[src/rtl/alu_pipe.sv]
// alu_pipe: valid/ready ALU with a registered result and S/Z/C/V flags.
// Define ALU_PIPE_MUL_EN to add op 7, an iterative shift-add multiplier.
module alu_pipe #(
    parameter int WIDTH = 16
) (
    input  logic             clk,
    input  logic             rst_n,
    input  logic             in_valid,
    output logic             in_ready,
    input  logic [3:0]       op,
    input  logic [WIDTH-1:0] a,
    input  logic [WIDTH-1:0] b,
    output logic             out_valid,
    input  logic             out_ready,
    output logic [WIDTH-1:0] res,
    output logic             S,
    output logic             Z,
    output logic             C,
    output logic             V
);
    localparam int SW = $clog2(WIDTH);

`ifdef ALU_PIPE_MUL_EN
    typedef enum logic [1:0] {IDLE, MUL, HOLD} state_t;
`else
    typedef enum logic [1:0] {IDLE, HOLD} state_t;
`endif

    state_t           state_q, state_d, accept_state;
    logic             accept, is_mul_op, mul_done, mul_c;
    logic [WIDTH-1:0] mul_res;
    logic [WIDTH-1:0] res_q, res_d;
    logic             s_q, s_d, z_q, z_d, c_q, c_d, v_q, v_d;

    assign accept = in_valid && in_ready;

    // Single-cycle ALU
    logic [SW-1:0]    sh_n;
    logic [WIDTH:0]   add_full, sub_full, sll_full, srl_full;
    logic [WIDTH-1:0] ror_full, alu_res;
    logic             alu_c, alu_v;

    // NOTE: every comb output gets a default first, so no path can infer a latch.
    always_comb begin
        sh_n     = b[SW-1:0];
        add_full = {1'b0, a} + {1'b0, b};
        sub_full = {1'b0, a} + {1'b0, ~b} + {{WIDTH{1'b0}}, 1'b1};
        sll_full = {1'b0, a} << sh_n;
        srl_full = {a, 1'b0} >> sh_n;
        ror_full = WIDTH'({a, a} >> sh_n);
        alu_res  = '0;
        alu_c    = 1'b0;
        alu_v    = 1'b0;
        case (op)
            4'd0: begin
                alu_res = add_full[WIDTH-1:0];
                alu_c   = add_full[WIDTH];
                alu_v   = (a[WIDTH-1] == b[WIDTH-1]) && (add_full[WIDTH-1] != a[WIDTH-1]);
            end
            4'd1, 4'd5: begin
                alu_res = sub_full[WIDTH-1:0];
                alu_c   = sub_full[WIDTH];
                alu_v   = (a[WIDTH-1] != b[WIDTH-1]) && (sub_full[WIDTH-1] != a[WIDTH-1]);
            end
            4'd2:               alu_res = a & b;
            4'd3:               alu_res = a | b;
            4'd4:               alu_res = a ^ b;
            4'd6, 4'd12, 4'd15: alu_res = add_full[WIDTH-1:0];
            4'd8: begin
                alu_res = sll_full[WIDTH-1:0];
                alu_c   = sll_full[WIDTH];
            end
            4'd9:               alu_res = ror_full;
            4'd10: begin
                alu_res = srl_full[WIDTH:1];
                alu_c   = srl_full[0];
            end
            4'd11: begin
                alu_res = $unsigned($signed(a) >>> sh_n);
                alu_c   = srl_full[0];
            end
            default: ;
        endcase
    end

`ifdef ALU_PIPE_MUL_EN
    logic [2*WIDTH-1:0] mcand_q, mcand_d, acc_q, acc_d;
    logic [WIDTH-1:0]   mplier_q, mplier_d;
    logic [SW-1:0]      cnt_q, cnt_d;

    assign is_mul_op    = (op == 4'd7);
    assign accept_state = is_mul_op ? MUL : HOLD;
    assign mul_done     = (state_q == MUL) && (cnt_q == SW'(WIDTH - 1));
    assign mul_res      = acc_d[WIDTH-1:0];
    assign mul_c        = |acc_d[2*WIDTH-1:WIDTH];

    // One multiplier bit per cycle; operands are frozen at accept.
    always_comb begin
        mcand_d  = mcand_q;
        mplier_d = mplier_q;
        acc_d    = acc_q;
        cnt_d    = cnt_q;
        if (accept && is_mul_op) begin
            mcand_d  = {{WIDTH{1'b0}}, a};
            mplier_d = b;
            acc_d    = '0;
            cnt_d    = '0;
        end else if (state_q == MUL) begin
            if (mplier_q[0]) acc_d = acc_q + mcand_q;
            mcand_d  = mcand_q << 1;
            mplier_d = mplier_q >> 1;
            cnt_d    = cnt_q + 1'b1;
        end
    end

    // NOTE: multiplier registers are reset too, so an aborted multiply leaves nothing behind.
    always_ff @(posedge clk or negedge rst_n) begin
        if (!rst_n) begin
            mcand_q  <= '0;
            mplier_q <= '0;
            acc_q    <= '0;
            cnt_q    <= '0;
        end else begin
            mcand_q  <= mcand_d;
            mplier_q <= mplier_d;
            acc_q    <= acc_d;
            cnt_q    <= cnt_d;
        end
    end
`else
    assign is_mul_op    = 1'b0;
    assign accept_state = HOLD;
    assign mul_done     = 1'b0;
    assign mul_res      = '0;
    assign mul_c        = 1'b0;
`endif

    // NOTE: clocked blocks use non-blocking assignments so all flops sample pre-edge values.
    always_ff @(posedge clk or negedge rst_n) begin
        if (!rst_n) state_q <= IDLE;
        else        state_q <= state_d;
    end

    always_comb begin
        state_d = state_q;
        case (state_q)
            IDLE: if (in_valid) state_d = accept_state;
`ifdef ALU_PIPE_MUL_EN
            MUL:  if (mul_done) state_d = HOLD;
`endif
            HOLD: if (out_ready) state_d = in_valid ? accept_state : IDLE;
            default: state_d = IDLE;
        endcase
    end

    always_comb begin
        in_ready  = (state_q == IDLE) || ((state_q == HOLD) && out_ready);
        out_valid = (state_q == HOLD);
    end

    // Result register loads on a single-cycle accept or on multiply completion.
    always_comb begin
        res_d = res_q;
        s_d   = s_q;
        z_d   = z_q;
        c_d   = c_q;
        v_d   = v_q;
        if (accept && !is_mul_op) begin
            res_d = alu_res;
            c_d   = alu_c;
            v_d   = alu_v;
            s_d   = alu_res[WIDTH-1];
            z_d   = (alu_res == '0);
        end else if (mul_done) begin
            res_d = mul_res;
            c_d   = mul_c;
            v_d   = 1'b0;
            s_d   = mul_res[WIDTH-1];
            z_d   = (mul_res == '0);
        end
    end

    always_ff @(posedge clk or negedge rst_n) begin
        if (!rst_n) begin
            res_q <= '0;
            s_q   <= 1'b0;
            z_q   <= 1'b0;
            c_q   <= 1'b0;
            v_q   <= 1'b0;
        end else begin
            res_q <= res_d;
            s_q   <= s_d;
            z_q   <= z_d;
            c_q   <= c_d;
            v_q   <= v_d;
        end
    end

    assign res = res_q;
    assign S   = s_q;
    assign Z   = z_q;
    assign C   = c_q;
    assign V   = v_q;

endmodule

[config.mk]
export PLATFORM = sky130hd
export DESIGN_NAME = alu_pipe
export DESIGN_NICKNAME = d
export VERILOG_FILES = /design/src/rtl/alu_pipe.sv
export SDC_FILE = /design/constraint.sdc
export NUM_CORES = 1
export LEC_CHECK = 0
export ABC_CLOCK_PERIOD_IN_PS = 2700
export CELL_PAD_IN_SITES_DETAIL_PLACEMENT = 0
export CELL_PAD_IN_SITES_GLOBAL_PLACEMENT = 1
export CORE_AREA = 2 2 141 102
export CTS_CLUSTER_SIZE = 20
export DETAILED_ROUTE_END_ITERATION = 10
export DIE_AREA = 0 0 143 104
export GPL_TIMING_DRIVEN = 0
export PLACE_DENSITY = 0.85
export SLEW_MARGIN = 20
export SYNTH_ARGS = -nofsm -noshare
export SYNTH_HDL_FRONTEND = slang
export SYNTH_SLANG_ARGS = --single-unit
[constraint.sdc]
create_clock -name clk -period 2.7 [get_ports clk]
set_input_delay 0.405 -clock clk [delete_from_list [all_inputs] [get_ports clk]]
set_output_delay 0.405 -clock clk [all_outputs]
set_load 0.05 [all_outputs]
==> results.json <==
{
  "outcome": "complete, but fails checks",
  "violations": "setup timing",
  "cp-end-kind": "register",
  "overflow": 0,
  "drt-initial-drc-count": 906,
  "n_antenna_cell": 0,
  "via_per_inst": 6.647,
  "setup_violations": 4,
  "synth_seq_cells": 20,
  "leakagePower_nw": 3.184,
  "synth.largest_area_cell": "ha_1",
  "postRouteAntennaNets": 0,
  "layout_commonest_cell": "buf_4",
  "syn_inst": 692,
  "ios": 62,
  "clk_latency_ns": 0.26,
  "grt_pass1_vias": 6169,
  "antenna_found_initial": 0,
  "stdcell_count": 1004,
  "ir_drop_v": 0.0002294,
  "die_h_um": 104,
  "syn-num-nets": 784,
  "crit_fanout": 6,
  "dp_hpwl_um": 18850,
  "grt_max_degree": 21,
  "yosysWarnings": 0,
  "min_period_over_period": 1.136,
  "final_cell_mix": "buf_4 (67), nor2_1 (58), nand2_1 (57)",
  "htree_levels": 1,
  "rsz0062_at_grt": "yes",
  "drive_above_1_share": 0.3821,
  "relSlewSlack": 0.5561,
  "cts.sinks": 20,
  "synth_edf_count": 0,
  "numPortBuffers": 60,
  "syn_area_per_cell_um2": 7.811,
  "min_period_ns": 3.068,
  "crit_required_ns": 2.90,
  "synth_area_mm2": 0.005405,
  "worstPathArrival_ns": 3.27,
  "route.vias.total": 6674,
  "critical_path_class": "in -> reg",
  "clock_skew_ns": 0.005074,
  "wire_per_inst_um": 25.35,
  "yosys_most_used_dff": "dfrtp_1",
  "place.gp.congestion": 1.033,
  "clk_pin_slew_worst_paths_ns": 0.06,
  "synth_top_area_share": 0.1157,
  "syn2layout_area_growth_pct": 43.73,
  "drc": 0,
  "synthArstFlopShare": 1.000,
  "worst_pin_slew_ns": 0.6618,
  "cts_tree": "yes",
  "cp-start-kind": "input pin",
  "yosys-top-cells-area": "ha_1 (12%), dfrtp_1 (9.3%), mux4_2 (8.3%)",
  "whs_ns": 0.1109,
  "root_buffer": "clkbuf_16",
  "clockBufferDepth": 2,
  "die-area_mm2": 0.01487,
  "dp_cells": 943,
  "timing.fmax_mhz": 325.9,
  "p_per_area_mw_per_mm2": 331.8,
  "fin_ws_ns": -0.3685,
  "fill_cells": 1210,
  "final_net_count": 908,
  "first_pass_iters": 7,
  "cap_violations": 0,
  "timing.final.hold_violations": 0,
  "finalMaxSlewViolations": 0,
  "cts_buffers": 3,
  "yosysSeqAreaShare": 0.09259,
  "grt_use_total": 0.3305,
  "start_util": 0.3987,
  "holdCritPathClass": "in -> async",
  "grt_first_pass_wirelength_um": 37540,
  "rows": 36,
  "synth_cell_types": 93,
  "core_area_mm2": 0.01356,
  "die_w_um": 143,
  "drt_wl_total_um": 25460
}
==> registers in the layout (all words and copies together), names as in the netlist <==
signal and cells:
C 1, Z 1, res 16, V 1
state_q 1
==> area by class of cell <==
class / count / area, µm² / area share
Multi-Input combinational cell: 571 / 5140 / 0.6616
Timing Repair Buffer: 125 / 1111 / 0.1430
Sequential cell: 20 / 500.5 / 0.06442
Buffer: 48 / 488.0 / 0.06281
Tap cell: 190 / 237.7 / 0.03060
Inverter: 47 / 216.5 / 0.02786
Clock buffer: 3 / 75.07 / 0.009663
==> critical path, cell delays in order <==
cell      delay, ns
buf_6          0.10
buf_8          0.11
buf_12         0.12
buf_12         0.12
mux4_2         0.51
nand2_1        0.08
nand2_1        0.06
o211ai_1       0.39
o211ai_1       0.23
nor4_1         0.34
nand4_1        0.22
nor4b_4        0.37
a41o_1         0.20
==> cell families (layout without fill, tap and decap cells) <==
logic type	after synthesis	in the layout	share of synthesized area
buffers and inverters	101	223	0.09907
and+or+nand+nor	212	212	0.1965
AOI/OAI and AO/OA	245	245	0.3197
muxes	57	57	0.1609
adders and majority gates	52	52	0.1231
xor gates and xnor gates	5	5	0.008101
DFF	20	20	0.09259
==> metal layers <==
layer | GRT usage | vias to the layer above | share of wire
met5 | 0 | - | 0
li1 | - | 2875 | -
met3 | 0.06492 | 63 | 0.13
met1 | 0.5091 | 3218 | 0.43
met2 | 0.4754 | 518 | 0.41
met4 | 0.06011 | 0 | 0.022
==> metrics by stage <==
stage                     setup TNS (ns)  utilization  setup slack (ns)  instance area (µm²)  total power (W)
final                            -0.7653       0.5730           -0.3685                 7769         0.002578
after global routing              -1.042       0.5730           -0.4023                 7769         0.002682
after CTS                        -0.5661       0.5452           -0.3084                 7392         0.002414
after detailed placement          -17.98       0.4707            -1.734                 6382         0.001865
after global placement            -20.71       0.4690            -1.721                 6359         0.001850
after floorplan                  -0.1963            -           -0.1399                 5520         0.001366
==> report_power, final <==
group          leakage (nW)  switching [W]  internal, W  total (W)
logic                  2.90        0.00110     0.000774    0.00187
clock network        0.0370       0.000127     0.000196   0.000323
registers             0.244      0.0000292     0.000354   0.000383
==> repair_timing <==
| item | in CTS | in global routing |
|---|---|---|
| hold buffers | 0 | 0 |
| gates cloned | 0 | 1 |
| pin swaps | 47 | 35 |
| buffers inserted | 47 | 16 |
| setup endpoints to repair | 19 | 7 |
| resized for setup | 249 | 63 |
==> path summary, 6_finish.rpt <==
kind                       startpoint  endpoint  slack (ns)  cells past startpoint
max in group asynchronous       rst_n   res[12]        2.24                      1
hold reg to reg               res[12]   res[12]        0.48                      2
min in group clk              res[12]   res[12]        0.48                      2
setup / recovery                 b[0]         Z       -0.37                     13
hold / removal                  rst_n         V        0.11                      1
setup reg to reg           state_q[0]         Z        0.42                      8
==> Yosys cell counts, types with 10 or more instances <==
| cell | count |
|---|---|
| nand2_1 | 61 |
| nor2_1 | 60 |
| a21oi_1 | 54 |
| ha_1 | 50 |
| inv_1 | 44 |
| o21ai_0 | 42 |
| mux2i_1 | 25 |
| buf_2 | 20 |
| dfrtp_1 | 20 |
| mux4_2 | 20 |
| clkbuf_1 | 18 |
| a211oi_1 | 14 |
| nand2b_1 | 14 |
| nor3_1 | 11 |
| o211ai_1 | 11 |
| a31oi_1 | 10 |
(Power assumes the default switching activity.)
